===== config.mk =====
export PLATFORM = sky130hd
export DESIGN_NAME = rf_wb_writer
export DESIGN_NICKNAME = d
export VERILOG_FILES = /design/src/rtl/rf_wb_pkg.sv /design/src/rtl/rf_wb_lq_fifo.sv /design/src/rtl/rf_wb_writer.sv
export SDC_FILE = /design/constraint.sdc
export NUM_CORES = 1
export LEC_CHECK = 0
export BUFFER_PORTS_ARGS = -buffer_cell sky130_fd_sc_hd__clkbuf_2
export CORE_ASPECT_RATIO = 0.75
export CORE_MARGIN = 5
export CORE_UTILIZATION = 30
export DETAILED_ROUTE_END_ITERATION = 16
export GPL_TIMING_DRIVEN = 1
export PLACE_DENSITY = 0.57
export SYNTH_ARGS = -nofsm -noshare
export SYNTH_HDL_FRONTEND = slang
export SYNTH_SLANG_ARGS = --single-unit

===== constraint.sdc =====
create_clock -name clk -period 5.7 [get_ports clk]
set_clock_uncertainty 0.15 [all_clocks]
set_input_delay 1.14 -clock clk [delete_from_list [all_inputs] [get_ports clk]]
set_output_delay 1.14 -clock clk [all_outputs]
set_load 0.02 [all_outputs]

===== src/rtl/rf_wb_pkg.sv =====
// Shared types for the register-file writeback writer.
// Holds the widths and the writeback request bundle.
package rf_wb_pkg;

  localparam int DATA_W = 32;
  localparam int ADDR_W = 5;

  typedef struct packed {
    logic [ADDR_W-1:0] rd;
    logic [DATA_W-1:0] data;
  } wb_req_t;

  // True when a request would actually change architectural state.
  function automatic logic writes_reg(input wb_req_t r);
    return r.rd != '0;
  endfunction

endpackage


===== src/rtl/rf_wb_lq_fifo.sv =====
// Load-result queue for the writeback writer.
// Entries are also exposed oldest-first for the bypass search.
module rf_wb_lq_fifo
  import rf_wb_pkg::*;
#(
  parameter int DEPTH = 2
) (
  input  logic                   clk,
  input  logic                   rst,
  input  logic                   push,
  input  wb_req_t                push_req,
  input  logic                   pop,
  output wb_req_t                head,
  output logic                   full,
  output logic                   empty,
  output logic [$clog2(DEPTH):0] count,
  output wb_req_t [DEPTH-1:0]    ord_req,
  output logic [DEPTH-1:0]       ord_valid
);

  localparam int PW = $clog2(DEPTH);
  localparam int CW = PW + 1;

  logic [PW-1:0] rd_ptr;
  logic [PW-1:0] wr_ptr;
  logic [CW-1:0] cnt;
  wb_req_t       mem [DEPTH];

  logic do_push;
  logic do_pop;

  assign full    = (cnt == CW'(DEPTH));
  assign empty   = (cnt == '0);
  assign count   = cnt;
  assign do_push = push && !full;
  assign do_pop  = pop && !empty;
  assign head    = mem[rd_ptr];

  // Pointer and occupancy bookkeeping; pointers wrap by width.
  always_ff @(posedge clk or posedge rst) begin
    if (rst) begin
      rd_ptr <= '0;
      wr_ptr <= '0;
      cnt    <= '0;
    end else begin
      if (do_push)
        wr_ptr <= wr_ptr + 1'b1;
      if (do_pop)
        rd_ptr <= rd_ptr + 1'b1;
      unique case ({do_push, do_pop})
        2'b10:   cnt <= cnt + 1'b1;
        2'b01:   cnt <= cnt - 1'b1;
        default: cnt <= cnt;
      endcase
    end
  end

  // Storage; stale slots are masked by ord_valid, so no reset.
  always_ff @(posedge clk) begin
    if (do_push)
      mem[wr_ptr] <= push_req;
  end

  // Present entries ordered from head (oldest) to tail (youngest).
  always_comb begin
    ord_req   = '0;
    ord_valid = '0;
    for (int i = 0; i < DEPTH; i++) begin
      ord_req[i]   = mem[rd_ptr + PW'(i)];
      ord_valid[i] = (CW'(i) < cnt);
    end
  end

endmodule


===== src/rtl/rf_wb_writer.sv =====
// Writeback writer: merges ALU and load results onto WE3/A3/WD3.
// Loads wait in a queue; decode can bypass pending writes.
module rf_wb_writer #(
  parameter int DATA_W   = 32,
  parameter int ADDR_W   = 5,
  parameter int LQ_DEPTH = 2
) (
  input  logic                      clk,
  input  logic                      rst,
  input  logic                      alu_valid,
  output logic                      alu_ready,
  input  logic [ADDR_W-1:0]         alu_rd,
  input  logic [DATA_W-1:0]         alu_data,
  input  logic                      ld_valid,
  output logic                      ld_ready,
  input  logic [ADDR_W-1:0]         ld_rd,
  input  logic [DATA_W-1:0]         ld_data,
  output logic                      WE3,
  output logic [ADDR_W-1:0]         A3,
  output logic [DATA_W-1:0]         WD3,
  input  logic [ADDR_W-1:0]         byp_a1,
  input  logic [ADDR_W-1:0]         byp_a2,
  output logic                      byp_hit1,
  output logic                      byp_hit2,
  output logic [DATA_W-1:0]         byp_d1,
  output logic [DATA_W-1:0]         byp_d2,
  output logic [$clog2(LQ_DEPTH):0] lq_count
);

  import rf_wb_pkg::wb_req_t;
  import rf_wb_pkg::writes_reg;

  wb_req_t                 alu_req;
  wb_req_t                 ld_req;
  wb_req_t                 lq_head;
  wb_req_t                 issue_req;
  wb_req_t [LQ_DEPTH-1:0]  lq_ord;
  logic    [LQ_DEPTH-1:0]  lq_vld;
  logic                    lq_full;
  logic                    lq_empty;
  logic                    alu_fire;
  logic                    ld_fire;
  logic                    lq_pop;
  logic                    issue_valid;

  assign alu_req.rd   = alu_rd;
  assign alu_req.data = alu_data;
  assign ld_req.rd    = ld_rd;
  assign ld_req.data  = ld_data;

  // Readies come from registered occupancy only, so no
  // valid-to-ready loop; a full queue stalls the ALU and
  // lets the head drain first.
  assign ld_ready  = !rst && !lq_full;
  assign alu_ready = !rst && !lq_full;

  assign alu_fire = alu_valid && alu_ready;
  assign ld_fire  = ld_valid && ld_ready;

  // ALU owns the write slot when it fires; otherwise drain.
  assign lq_pop      = !alu_fire && !lq_empty;
  assign issue_valid = alu_fire || lq_pop;
  assign issue_req   = alu_fire ? alu_req : lq_head;

  rf_wb_lq_fifo #(
    .DEPTH (LQ_DEPTH)
  ) u_lq (
    .clk       (clk),
    .rst       (rst),
    .push      (ld_fire),
    .push_req  (ld_req),
    .pop       (lq_pop),
    .head      (lq_head),
    .full      (lq_full),
    .empty     (lq_empty),
    .count     (lq_count),
    .ord_req   (lq_ord),
    .ord_valid (lq_vld)
  );

  // Output stage; x0 results move A3/WD3 but never assert WE3.
  always_ff @(posedge clk or posedge rst) begin
    if (rst) begin
      WE3 <= 1'b0;
      A3  <= '0;
      WD3 <= '0;
    end else begin
      WE3 <= issue_valid && writes_reg(issue_req);
      if (issue_valid) begin
        A3  <= issue_req.rd;
        WD3 <= issue_req.data;
      end
    end
  end

  logic [ADDR_W-1:0] q_addr [2];
  logic              q_hit  [2];
  logic [DATA_W-1:0] q_data [2];

  assign q_addr[0] = byp_a1;
  assign q_addr[1] = byp_a2;
  assign byp_hit1  = q_hit[0];
  assign byp_hit2  = q_hit[1];
  assign byp_d1    = q_data[0];
  assign byp_d2    = q_data[1];

  // Bypass search: output stage is oldest, then queue head to
  // tail, so the last match found is the youngest write.
  always_comb begin
    for (int p = 0; p < 2; p++) begin
      q_hit[p]  = 1'b0;
      q_data[p] = '0;
      if (WE3 && (A3 == q_addr[p])) begin
        q_hit[p]  = 1'b1;
        q_data[p] = WD3;
      end
      for (int i = 0; i < LQ_DEPTH; i++) begin
        if (lq_vld[i] && (lq_ord[i].rd == q_addr[p])) begin
          q_hit[p]  = 1'b1;
          q_data[p] = lq_ord[i].data;
        end
      end
      if (q_addr[p] == '0) begin
        q_hit[p]  = 1'b0;
        q_data[p] = '0;
      end
    end
  end

endmodule


Word-level counts from Yosys, hierarchy flattened
Memories as Yosys holds them, arrays and structs flattened.
Cells that the tools add are included.

word-level totals
  bits in registers = 42
  bits in latches = 0
  memory bits (writable) = 74
  bits in read-only memories = 0
  input port bits = 88
  logic and storage cells = 65
  memories kept = 1

cells by class
  $add $sub $neg = 4
  multipliers = 0
  div/mod/pow operators = 0
  magnitude comparators = 2
  eq/ne operators = 9
  shifts and indexed selects = 0
  mux-type cells = 20
  bitwise operators = 0
  reductions and logical operators = 23

memory list
  name      words  bits a word  rd ports  clocked after memory_dff  write ports  line                 source
  u_lq.mem  2      37           2         0                         1            rf_wb_lq_fifo.sv:27  wb_req_t mem [DEPTH];

operators by type and width
  cell                   number
  $mux W32               8
  $mux W37               1
  $eq A5 B5 Y1           6
  $logic_and A1 B1 Y1    13
  $logic_not A5 Y1       2
  $mux W1                10
  $reduce_bool A5 Y1     1
  $eq A2 B2 Y1 const B   2
  $logic_not A1 Y1       4
  $lt A1 B2 Y1 const A   2
  $pmux W2 S2            1
  $add A1 B1 Y1 const B  2
  $add A2 B1 Y2 const B  1
  $eq A2 B1 Y1 const B   1
  $logic_not A2 Y1       1
  $reduce_bool A2 Y1     1
  $sub A2 B1 Y2 const B  1
  $logic_or A1 B1 Y1     1

Logic depth before layout (Yosys ltp)
Gate-level depths: netlist of the first run.

  word-level depth = 9
  gate-level depth with buffers = 10

Cells and area by module
From an unflattened synthesis of the first run, not the netlist that was laid out.

unflattened totals
  cells, all modules = 595
  area, all modules = 7,573.5 um^2

modules (own cells, without submodules)
  module         instances  cells an instance  area each (um^2)
  rf_wb_lq_fifo  1          217                3,834.9
  rf_wb_writer   1          378                3,738.6

Least setup slack after synthesis of the first run
Ideal clock, no wire load.

  path type = input-to-output
  start point = input byp_a1[1]
  end point = output byp_d1[10]
  arrival = 2.961 ns
  slack = 1.449 ns
  cell stages on the path = 5
  cell sequence = xnor2_1 > or4_4 > buf_6 > or3_1 > a311oi_1

between the ends
  word-level cells in the longest chain between the ends = 6
  elaborated cells on any way between the ends = 11
  classes of those cells = eq/ne (3); mux (4); reduce/logical (4)

RTL lines
  item                    line                 source
  from (decl)             rf_wb_writer.sv:21   input logic [ADDR_W-1:0] byp_a1,
  $eq A5 B5 Y1            rf_wb_writer.sv:113  if (WE3 && (A3 == q_addr[p])) begin
  $logic_and A1 B1 Y1     rf_wb_writer.sv:113
  $mux W32                rf_wb_writer.sv:113
  $mux W32 (2 in series)  rf_wb_writer.sv:118  if (lq_vld[i] && (lq_ord[i].rd == q_addr[p])) begin
  $mux W32 *              rf_wb_writer.sv:123  if (q_addr[p] == '0) begin
  to (decl)               rf_wb_writer.sv:25   output logic [DATA_W-1:0] byp_d1,

Mark *: on every way between the ends. The rest lies on a longest branch, timed or not.

Worst setup path in the final report of the first run
  start point = register u_lq.rd_ptr
  end point = output byp_d2[10]

between the ends
  word-level cells in the longest chain between the ends = 6
  elaborated cells on any way between the ends = 9
  classes of those cells = add/sub (1); eq/ne (2); mux (3); reduce/logical (2); memory (1)

RTL lines
  item                                                 line                 source
  from (decl)                                          rf_wb_lq_fifo.sv:24  logic [PW-1:0] rd_ptr;
  from (signal assigned)                               rf_wb_lq_fifo.sv:49  rd_ptr <= rd_ptr + 1'b1;
  $add A1 B1 Y1 or $mem_v2 Z2 W37 (tied branches)      --
  $mem_v2 Z2 W37 *                                     --
  $eq A5 B5 Y1 or $logic_and A1 B1 Y1 (tied branches)  rf_wb_writer.sv:118
  $logic_and A1 B1 Y1 or $mux W32 (tied branches)      rf_wb_writer.sv:118
  $mux W32 *                                           rf_wb_writer.sv:118
  $mux W32 *                                           rf_wb_writer.sv:123
  to (decl)                                            rf_wb_writer.sv:26   output logic [DATA_W-1:0] byp_d2,

Marks and branches as above.

==> impl_summary.md, run 1 <==
Clock tree
The number of gates resized after CTS was 0. The count of hold-fix buffers inserted at cts is 0. The number of buffers added by the clock tree synthesis step is 17. The cell at the root of the clock tree is sky130_fd_sc_hd__clkbuf_16.

The clock insertion delay at the later pin of the skew report is 420 ps. Clock-pin slew was measured on the worst setup and hold paths at 60 ps. After clock tree synthesis, the setup repair step added 0 buffers. The CTS tree is done.

In this run the number of H-tree levels came out at 4. The clock passes through at most 2 buffers. The clock net in this run drives a total of 116 sinks.

Cells and area
Summing all multi-input logic gate instances after layout gives 0.004050 mm^2. The final cell count without fillers is 1247. The sequential cell area in the final layout is 0.003277 mm^2. The number of antenna diodes in the final layout is 0. At the end of the flow the core is filled with cells to 0.3771. Fill cells in the final layout number 2517. In the final layout, the share of cells above drive strength 1 is 0.3795. The area growth from synthesis to final layout is 23.40%. In the final design database the tool counted 989 nets.

Worst hold path
Counting instances, the worst hold path has a depth of 1. The kind of path behind the tightest hold check is reg2reg. The origin of the worst min-delay path is u_lq.wr_ptr.

The destination of the worst hold path is u_lq.wr_ptr.

Detailed routing
The total wire length is a little over 30000 um. The iteration count of the initial detailed-routing pass is 5. The detail route stage leaves a number of antenna-violating nets equal to 0.

The final route contains 7227 vias. The routed via count divided by cell count is roughly 5.8. The number of DRC violations after detailed-routing iteration 0 is 689. The final routed DRC violation total is 0.

The detailed-route wire length per cell is 24.53 um.

Setup path
The critical-path cell with the highest stage delay is sky130_fd_sc_hd__or4_4. The cell family contributing the most delay on the critical path is simple AND/OR/NAND/NOR gates. In this run the critical register-to-register path is captured at WD3[17]. The number of buffers and inverters on the critical path is 1. The kind of end point of the critical path is an output pin. The register-to-register path setup slack is 2720 ps. For this run, the slowest stage of the critical path takes 830 ps. STA puts the critical path data arrival time at 3840 ps. The start point of the critical path is u_lq.rd_ptr. The number of cells on the worst reg-to-reg path is 8.

Traced cell by cell, the critical path runs through mux2i_1 > xnor2_1 > or4_4 > or3_1 > a311oi_1 > clkbuf_2. The startpoint identified for the worst register-to-register timing path is u_lq.count[1]. By startpoint and endpoint, the worst setup path is classified as reg2out. The largest fanout of any net on the critical path is 47.

The critical path data required time is around 4400 ps. The startpoint type of the worst setup path is a flop.

Placement
The global placement routability congestion is 0.8263. Buffers placed on the I/O ports in this run total ~200. The placed wire-length estimate after detailed placement is about 20000 um.

Prior to clock tree synthesis, the placed netlist has a worst setup slack of 946.0 ps. The cell total after placement is 1215.

Synth
The count of cell types in the netlist is 33. The netlist area before placement is 0.007666 mm^2. The number of flops mapped to enable cells by yosys is 74. The number of nets produced by synthesis is roughly 840. For this run, the leading register cell type out of synthesis is sky130_fd_sc_hd__edfxtp_1. After synthesis, the mean cell area works out to about 10 um^2.

In this run, synthesis produced a sequential element count of about 120. The total number of yosys warnings is 0. After technology mapping, the gate count stands at 748. The async set-reset flop share out of synthesis is 0.3621. The fraction of the yosys area taken by sequential cells is 0.4270.

Floorplanning
The y dimension of the die is roughly 150 um. The total area inside the core boundary comes to 0.02509 mm^2. The die is 194.6 um wide. The placement row count is 50.

The number of primary I/O pins is 196. The die area is 0.02888 mm^2. The initial standard-cell utilization of the core is 0.3056.

Status
The run finished with clean final reports.

Timing
Setup repair after global routing left no endpoint under its margin. The achievable clock frequency is 0.1950 GHz. The final critical delay including setup and external delays is 5127 ps. The number of max-slew violations in the final report came to 0. Hold is met by 398.1 ps. Measured against its own limit, the worst slew margin works out to 0.2687. After layout, the worst setup slack is 572.5 ps. The final count of hold timing violations was 0.

Of the available clock period, the critical path in the final layout requires 0.8996. For the pin with the worst max-slew slack, the measured transition is 1094 ps. The final count of negative-setup-slack endpoints is 0.

Setup total negative slack on the finished layout was measured at 0 ps.

Global routing
The initial antenna violation count is 1. The number of global-route vias before repair is between 7000 and 8000. The largest net degree at the start of global routing is 48. Global routing finished with a remaining overflow of 0.

The first global-routing pass estimated roughly 46000 um of wire. In the global route stage, overall resource usage came out at 0.2066.

Power
In this run the static leakage power is 3.649 nW. The net switching power is 2.264 mW. The total internal power is 2.666 mW. The share of total power dissipated in sequential elements is 0.286. The combinational power share is 0.502. The worst-case IR drop observed on VDD is 0.3363 mV. The cell area power density is roughly 520 mW/mm^2.

Of the total power, the clock network draws 0.212. Of the total power, the share spent switching nets is 0.4592.

Job
The max-cap violation count is 0.
[flip-flops by register name, summed over array words and instances (netlist names)]
signal       count
u_lq.count       2
u_lq.wr_ptr      1
A3               5
u_lq.mem        74
WE3              1
u_lq.rd_ptr      1
WD3             32
[worst reg2reg max path, delay by kind of cell, from the launching register on]
| kind | cells | cell delay [ps] |
|---|---|---|
| DFF | 1 | 400 |
| and+or+nand+nor | 1 | 100 |
| adders and majority gates | 1 | 350 |
| AOI/OAI and AO/OA | 2 | 340 |
| buffers and inverters | 4 | 1520 |
[power groups by stage]
stage | combinational, mW | sequential (mW) | clock, mW
floorplan | 1.54 | 1.48 | 0
global placement | 2.44 | 1.42 | 0
detailed placement | 2.45 | 1.42 | 0
CTS | 2.46 | 1.41 | 1.07
global route | 2.64 | 1.44 | 1.11
finish | 2.48 | 1.41 | 1.04
[how the worst max path moves through the flow]
| stage | endpoint | slack [ps] | depth (start not counted) |
|---|---|---|---|
| 5_1_grt | byp_d2[18] | 400 | 6 |
| 3_3_place_gp | byp_d2[10] | 960 | 6 |
| 6_report | byp_d2[10] | 570 | 6 |
| 4_1_cts | byp_d2[10] | 570 | 6 |
| 2_1_floorplan | byp_d1[10] | 1450 | 5 |
| 3_5_place_dp | byp_d2[10] | 950 | 6 |
[cells in the mapped netlist (all sizes together), types with 19 or more instances]
| cell | n | area share |
|---|---|---|
| a21oi | 28 | 0.018 |
| a311oi | 64 | 0.073 |
| buf | 22 | 0.017 |
| clkbuf | 65 | 0.032 |
| dfrtp | 42 | 0.14 |
| edfxtp | 74 | 0.29 |
| mux2 | 49 | 0.072 |
| mux2i | 42 | 0.058 |
| nand2 | 24 | 0.012 |
| nand3 | 35 | 0.023 |
| nor2 | 29 | 0.014 |
| nor3 | 65 | 0.042 |
| o211ai | 65 | 0.064 |
| or2 | 19 | 0.016 |
| or3 | 32 | 0.026 |
[cell usage in the layout, fill, tap and decap left out, types with 2 or more instances in the layout]
| cell type | instances |
|---|---|
| sky130_fd_sc_hd__mux2_2 | 49 |
| sky130_fd_sc_hd__nand4_1 | 2 |
| sky130_fd_sc_hd__bufinv_16 | 2 |
| sky130_fd_sc_hd__or2_2 | 19 |
| sky130_fd_sc_hd__xnor2_1 | 14 |
| sky130_fd_sc_hd__a31o_2 | 15 |
| sky130_fd_sc_hd__dfrtp_1 | 41 |
| sky130_fd_sc_hd__buf_4 | 21 |
| sky130_fd_sc_hd__o211a_1 | 15 |
| sky130_fd_sc_hd__clkinvlp_4 | 2 |
| sky130_fd_sc_hd__nand3_1 | 35 |
| sky130_fd_sc_hd__or4_4 | 2 |
| sky130_fd_sc_hd__nor2_4 | 3 |
| sky130_fd_sc_hd__a311oi_1 | 64 |
| sky130_fd_sc_hd__edfxtp_1 | 74 |
| sky130_fd_sc_hd__nor2_1 | 25 |
| sky130_fd_sc_hd__clkbuf_16 | 17 |
| sky130_fd_sc_hd__xor2_1 | 17 |
| sky130_fd_sc_hd__ha_1 | 5 |
| sky130_fd_sc_hd__nor4_1 | 2 |
| sky130_fd_sc_hd__nor4_4 | 2 |
| sky130_fd_sc_hd__xnor2_2 | 2 |
| sky130_fd_sc_hd__o21ai_0 | 7 |
| sky130_fd_sc_hd__a21oi_1 | 28 |
| sky130_fd_sc_hd__nand2_1 | 23 |
| sky130_fd_sc_hd__clkbuf_1 | 4 |
| sky130_fd_sc_hd__or3_1 | 32 |
| sky130_fd_sc_hd__mux2i_4 | 2 |
| sky130_fd_sc_hd__clkinv_2 | 4 |
| sky130_fd_sc_hd__o211ai_1 | 65 |
| sky130_fd_sc_hd__and3_2 | 3 |
| sky130_fd_sc_hd__mux2i_1 | 40 |
| sky130_fd_sc_hd__or4_1 | 3 |
| sky130_fd_sc_hd__inv_1 | 2 |
| sky130_fd_sc_hd__inv_2 | 2 |
| sky130_fd_sc_hd__nor3_1 | 65 |
| sky130_fd_sc_hd__clkbuf_2 | 195 |
[metrics by stage]
| step | area [um^2] | total power [mW] |
|---|---|---|
| 2_1_floorplan | 7666 | 3.019 |
| 3_3_place_gp | 8899 | 3.862 |
| 3_5_place_dp | 8899 | 3.870 |
| 4_1_cts | 9460 | 4.931 |
| 5_1_grt | 9460 | 5.186 |
| 6_report | 9460 | 4.930 |
[final cells by class]
cell class | instances | area share
Clock buffer | 22 | 0.04801
Clock inverter | 10 | 0.01137
Inverter | 4 | 0.001587
Multi-Input combinational cell | 541 | 0.4281
Sequential cell | 116 | 0.3464
Tap cell | 338 | 0.04470
Timing Repair Buffer | 216 | 0.1198
[logic make-up (layout without fill, tap and decap cells)]
kind of cell / after synthesis / in the layout / share of synthesized area
fa+ha+maj: 5 / 5 / 0.008161
xor+xnor: 33 / 33 / 0.03770
mux: 91 / 91 / 0.1301
flops: 116 / 116 / 0.4270
buf+inv: 91 / 252 / 0.05076
compound gates: 194 / 194 / 0.1963
simple gates: 218 / 218 / 0.1500
[per-layer routing]
metal  global-route usage  vias to the layer above  part of all wire
li1                     -                     3239                 -
met1               0.2889                     3483              0.45
met2               0.3148                      458              0.44
met3              0.06114                       45             0.097
met4              0.05271                        2             0.014
met5                    0                        -           0.00043
No activity file was read; power rests on OpenSTA's default activity.
==> inputs of run 2 (changes only) <==
- clock period: 5.7 -> 5.45 ns (I/O delays scaled with it)
==> run 2 against run 1 <==
  * Clock power is 19% higher
  * Worst setup slack got worse by 75 ps
  * Combinational power is 4% higher
  * Global-route usage decreased by 0.063 points
  * Via count is essentially flat
  * Sequential cell count unchanged
==> impl_summary.md, run 2 (same netlist as run 1, synthesis figures left out) <==
Setup path
STA classifies the critical path startpoint as a flop. The start point of the critical path is u_lq.rd_ptr. Setup slack on the worst reg-to-reg path comes out at 2390 ps. The source of the worst register-to-register timing path is u_lq.count[0].

The critical path data required time is around 4200 ps. The arrival time of data at the critical path endpoint is 3710 ps. The kind of end point of the critical path is an output pin. Measured in cells, the most critical reg-to-reg path has a length of 7. The category of the critical setup timing path is reg2out. The largest fanout of any net on the critical path is 47.

Timing
For the finished layout, the period the worst path requires is 4952 ps. Dividing the final minimum period by the clock period gives 0.9086. Setup violations remaining at the end of the flow were counted as 0.

The setup total negative slack is 0 ps. Setup repair after global routing left no endpoint under its margin. The number of max-slew violations in the final report came to 0. The achievable clock frequency is 0.2019 GHz.

The worst pin sits at a relative slew slack of 0.2578. The measured slew at the worst slew-check pin is ~1100 ps. The final count of hold timing violations was 0.

Floorplanning
In this run the core area contains 50 standard-cell rows. The number of primary I/O pins is 196. The die span in x is 194.6 um. The y dimension of the die is 148.4 um.

In this run the standard cell core region covers 0.02509 mm^2. The die area is 0.02888 mm^2. The initial standard-cell utilization of the core is 0.3056.

Global routing
The initial antenna violation count is 1. Global routing finished with a remaining overflow of 0. The global-route wire length before repair is roughly 46000 um. Entering global routing, the biggest net connects 51 pins. The number of global-route vias before repair is 7292.

Across every metal layer, demand over resource in global routing totals 0.2060.

Clock tree
The number of sinks on the clock net is 116. The largest buffer count on any clock path is 2. The clock reaches the later pin of the worst-skew pair after 420 ps. Clock-pin slew was measured on the worst setup and hold paths at 60 ps. The buffers inserted during post-CTS setup optimization is 0. The number of cells upsized or downsized after cts is 0. The CTS tree is done. Buffers inserted during clock tree synthesis total 17.

The clock tree synthesis step divided the H-tree into 4 levels. For this design, the CTS-stage hold fixing added 0 buffers. The cell at the root of the clock tree is sky130_fd_sc_hd__clkbuf_16.

Cells and area
The leading cell type in the layout, fill and taps excluded is sky130_fd_sc_hd__clkbuf_2. In the final layout, the multi-input gates occupy slightly above 0.004 mm^2. At the end of the flow, the number of nets in the layout was 988. The end-of-flow core utilization is 0.3801.

Of the cells placed in the final design, the portion with a size suffix greater than 1 is 0.3844. Summing all flip-flop and latch instances after layout gives ~0.0033 mm^2. The largest registers in the layout are u_lq.mem (74), WD3 (32), A3 (5). The register with the most flip-flops in the layout has 74 of them.

The largest register by flop count is u_lq.mem. The number of filler instances in the final layout is approximately 2500. Leaving out fill and tap cells, the most frequent cells in the layout are 195 x sky130_fd_sc_hd__clkbuf_2, 74 x sky130_fd_sc_hd__edfxtp_1, 65 x sky130_fd_sc_hd__nor3_1, 65 x sky130_fd_sc_hd__o211ai_1, 64 x sky130_fd_sc_hd__a311oi_1. The total non-filler cell area in the finished layout is 0.009534 mm^2. The final antenna diode count is 0.

The area growth from synthesis to final layout is 24.37%.

Worst hold path
The number of stages on the worst hold path is 1. In this run the worst hold path is classified as reg2reg. The origin of the worst min-delay path is u_lq.wr_ptr.

Status
The run finished with clean final reports.

Power
The maximum ir drop on the vdd rail is about 0.31 mV. The cell area power density is around 550 mW/mm^2. In this run the static leakage power is 3.685 nW.

Detailed routing
For this run, the detailed router's first-pass iteration total came to 5. The routed via count divided by cell count is slightly below 6. After the first detailed-routing iteration, the DRC count stood at 740.

The final antenna-violating net count is 0. After detailed routing, the number of remaining DRC violations is 0. For this block, the routed nets add up to 30480 um of wire.

The detailed-route wire length per cell is 24.46 um. The number of vias after detailed routing is 7234.

Placement
At the end of routability-driven placement, the weighted congestion stood at 0.8183. The count of input and output buffers is 195. The placed wire-length estimate after detailed placement is 19780 um. Summing all placed instances gives a cell area of around 0.009 mm^2.

Job
The max-cap violation count is 0.
[run 2: cell count changes in the layout (fill, tap and decap cells not counted), sizes merged]
cell	delta
clkinv	-1
bufinv	+2
clkbuf	-2
inv	+1
buf	-1
[run 2: metal layers]
| metal | routed length (um) | track usage | up-vias |
|---|---|---|---|
| met5 | 10 | 0.001684 | - |
| met4 | 630 | 0.06325 | 2 |
| met1 | 13600 | 0.2939 | 3503 |
| li1 | - | - | 3239 |
| met2 | 13370 | 0.3048 | 431 |
| met3 | 2868 | 0.05616 | 59 |
[run 2: worst paths after layout]
path,to
min in group asynchronous,u_lq.count[1]
setup / recovery,byp_d2[10]
max in group asynchronous,u_lq.rd_ptr
setup reg to reg,u_lq.mem[0][17]
hold reg to reg,u_lq.wr_ptr
hold / removal,u_lq.wr_ptr
[run 2: through the flow]
step | power (mW) | setup WS (ps) | instances | hold WS (ps)
2_1_floorplan | 3.158 | 1299 | 748 | 310.4
3_3_place_gp | 4.022 | 859.5 | 1214 | 380.5
3_5_place_dp | 4.027 | 796.7 | 1214 | 387.4
4_1_cts | 5.275 | 474.8 | 1246 | 402.5
5_1_grt | 5.543 | 325.2 | 1246 | 424.5
6_report | 5.274 | 497.9 | 1246 | 400.9
[run 2: cell type report]
class	count	area share
clock inverters	12	0.01850
inverters	4	0.001575
repair buffers	215	0.1181
multi-input cells	541	0.4248
flip-flops and latches	116	0.3437
well taps	338	0.04436
clock buffers	20	0.04895
[run 2: critical path, cell delays in order, from the launching register on]
cell and delay (ps):
sky130_fd_sc_hd__dfrtp_4 650, sky130_fd_sc_hd__mux2i_1 480, sky130_fd_sc_hd__xnor2_1 200, sky130_fd_sc_hd__or4_4 840, sky130_fd_sc_hd__or3_1 390, sky130_fd_sc_hd__a311oi_1 420
sky130_fd_sc_hd__clkbuf_2 260
[run 2: where the power goes]
| part | switching, mW | total, mW | internal, mW | leakage [nW] |
|---|---|---|---|---|
| Clock | 0.435 | 1.24 | 0.802 | 0.312 |
| Combinational | 1.66 | 2.58 | 0.912 | 2.21 |
| Sequential | 0.275 | 1.46 | 1.19 | 1.16 |
==> inputs of run 3 (changes only) <==
--- a/constraint.sdc
+++ b/constraint.sdc
@@ -3,3 +3,3 @@
 set_input_delay 1.09 -clock clk [delete_from_list [all_inputs] [get_ports clk]]
 set_output_delay 1.09 -clock clk [all_outputs]
-set_load 0.02 [all_outputs]
+set_load 0.05 [all_outputs]
==> run 3 against run 2 <==
  * Die area unchanged
  * Global-route usage down 0.37 points
  * Hold slack better by 0.84 ps
  * Wire length down 2.6%
  * Critical endpoint is now byp_d1[19]
==> impl_summary.md, run 3 (same netlist as run 1, synthesis figures left out) <==
Detailed routing
The sum of routed wire segments on met1 is 13530 um. The routed design uses 2614 um of met3 wire. The final routed DRC violation total is 0. Detailed routing placed a total of 13070 um of wire on met2. The number of DRC violations after detailed-routing iteration 0 is slightly below 700. In the routed layout, each cell is associated on average with a via count of 5.706. The final antenna-violating net count is 0. The detailed-route wire length per cell is 23.77 um. The total wire length is 29690 um. The first detailed-routing pass took 5 iterations. For this block, the via count after detailed routing is 7127. The detailed router used layers up to and including met5.

Timing
Setup violations remaining at the end of the flow were counted as 0. The final count of hold timing violations is 0. The setup total negative slack is 0 ps.

The achievable clock frequency is roughly 0.2 GHz. Setup repair after global routing left no endpoint under its margin. The final worst hold slack is about 400 ps. At the pin with the least slew margin, the transition time is around 1000 ps.

In the finished design, the share of the clock period the worst path needs comes to 0.9358. The final critical delay including setup and external delays is 5100 ps. The relative slew slack is 0.3032. The number of max-slew violations in the final report is 0.

Setup slack on the critical path of the routed design comes to 349.9 ps.

Setup path
The count of buffer and inverter cells on the critical path is 1. STA classifies the critical path startpoint as a flop. The cell family contributing the most delay on the critical path is simple AND/OR/NAND/NOR gates. The critical path data required time is 4210 ps. The critical-path cell with the highest stage delay is sky130_fd_sc_hd__or4_4. Traced cell by cell, the critical path runs through mux2i_1 > xnor2_1 > or4_4 > or3_1 > a311oi_1 > clkbuf_2.

STA puts the critical path data arrival time at 3860 ps. On the worst path, the slowest cell contributes a delay of 840 ps. The category of the critical setup timing path is reg2out. The largest fanout of any net on the critical path is 42.

The kind of end point of the critical path is an output pin.

Clock tree
The number of sinks on the clock net is 116. The number of setup buffers added after CTS is 0. The cell at the root of the clock tree is sky130_fd_sc_hd__clkbuf_16.

The number of clock buffers added by TritonCTS is 17. The number of hold buffers added after CTS was 0. The number of cells upsized or downsized after cts is 0.

TritonCTS built the clock tree. The clock insertion delay at the later pin of the skew report is about 400 ps. The clock-pin slew on the worst setup and hold paths is 60 ps. The clock passes through at most 2 buffers. The total number of H-tree levels is 4.

Floorplanning
The initialized floorplan defines 50 standard-cell rows. The die span in x is roughly 190 um. The die covers 0.02888 mm^2. The initial standard-cell utilization of the core is 0.3056.

The y dimension of the die is 148.4 um. The core area is 0.02509 mm^2. For this design the top-level I/O count stands at 196.

Cells and area
The final antenna diode count is 0. The count of nets after finishing is 991. The largest registers in the layout are u_lq.mem (74), WD3 (32), A3 (5). The finished layout holds 1249 standard cells, fillers aside. Of the cells placed in the final design, the portion with a size suffix greater than 1 is 0.3842. The largest register by flop count is u_lq.mem. The register with the most flip-flops in the layout has between 70 and 80 of them. The library cells used most frequently in the layout, excluding fill and tap cells, are 195 x sky130_fd_sc_hd__clkbuf_2, 74 x sky130_fd_sc_hd__edfxtp_1, 65 x sky130_fd_sc_hd__nor3_1, 65 x sky130_fd_sc_hd__o211ai_1, 64 x sky130_fd_sc_hd__a311oi_1.

The area growth from synthesis to layout is 23.98%. The leading cell type in the layout, fill and taps excluded is sky130_fd_sc_hd__clkbuf_2. The total non-filler cell area in the finished layout is 0.009504 mm^2.

Status
The run finished with clean final reports.

Power
The maximum ir drop on the vdd rail is 0.3589 mV. The cell area power density is 602.1 mW/mm^2. The analysis attributes to cell leakage a power of 3.674 nW.

Placement
Counting tap cells, the placed design contains a total of 1217 instances. Routability-driven placement finished with a final weighted congestion of 0.8131. At the placement stage, the worst setup path has a slack of 636.6 ps. The placed wire-length estimate after detailed placement is 19750 um. The area after detailed placement is approximately 0.009 mm^2. The count of input and output buffers is 195.

Global routing
The first global-routing pass estimated approximately 45000 um of wire. The largest net degree at the start of global routing is 62. The number of global-route vias before repair is 7241.

Global routing finished with a remaining overflow of 0. The initial antenna violation count is 1. The combined global-route utilization of all metal layers is 0.2022.

Job
The max-cap violation count is 0.

Worst hold path
The kind of path behind the tightest hold check is reg2reg.
## run 3: cell count changes in the layout (fill, tap and decap cells not counted), moves of 2 or more
cell                        change
sky130_fd_sc_hd__bufinv_16      -2
sky130_fd_sc_hd__clkinv_4       -2
sky130_fd_sc_hd__clkbuf_1       +2
sky130_fd_sc_hd__buf_4          +3
## run 3: where the power goes
group	switching (mW)	leakage, nW	internal (mW)
Combinational	2.22	2.23	0.916
Clock	0.411	0.285	0.718
Sequential	0.270	1.16	1.19
## run 3: path summary, 6_finish.rpt
path | endpoint | depth (start not counted) | slack, ps | start
worst max-delay path | byp_d1[19] | 6 | 350 | u_lq.rd_ptr
worst min-delay path | u_lq.wr_ptr | 1 | 400 | u_lq.wr_ptr
worst max register to register | u_lq.mem[0][28] | 7 | 2530 | u_lq.count[0]
worst min register to register | u_lq.wr_ptr | 1 | 400 | u_lq.wr_ptr
max in group asynchronous | u_lq.rd_ptr | 3 | 3700 | rst
min in group asynchronous | u_lq.count[0] | 2 | 640 | rst
## run 3: area by class of cell
class | instances | area, um^2
fill | 2517 | 15580
multi-input combinational | 541 | 4050
sequential | 116 | 3277
timing repair buffer | 218 | 1149
clock buffer | 23 | 488.0
tap | 338 | 422.9
clock inverter | 9 | 102.6
inverter | 4 | 15.01
## run 3: worst register-to-register path, cell delays in order, from the launching register on
cell and delay [ps]:
sky130_fd_sc_hd__dfrtp_1 370, sky130_fd_sc_hd__inv_1 100, sky130_fd_sc_hd__ha_1 240, sky130_fd_sc_hd__nor2_2 100, sky130_fd_sc_hd__buf_4 300, sky130_fd_sc_hd__nand2_1 200
sky130_fd_sc_hd__nor2_4 760, sky130_fd_sc_hd__buf_4 400
## run 3: layer usage
| metal | vias up | GRT usage |
|---|---|---|
| met2 | 392 | 0.3069 |
| met4 | 2 | 0.05481 |
| li1 | 3242 | - |
| met5 | - | 0 |
| met1 | 3451 | 0.2802 |
| met3 | 40 | 0.06341 |
## run 3: through the flow
stage | power, mW | util
floorplan | 3.722 | -
global placement | 4.577 | 0.3553
detailed placement | 4.585 | 0.3553
CTS | 5.729 | 0.3789
global route | 6.004 | 0.3789
finish | 5.723 | 0.3789
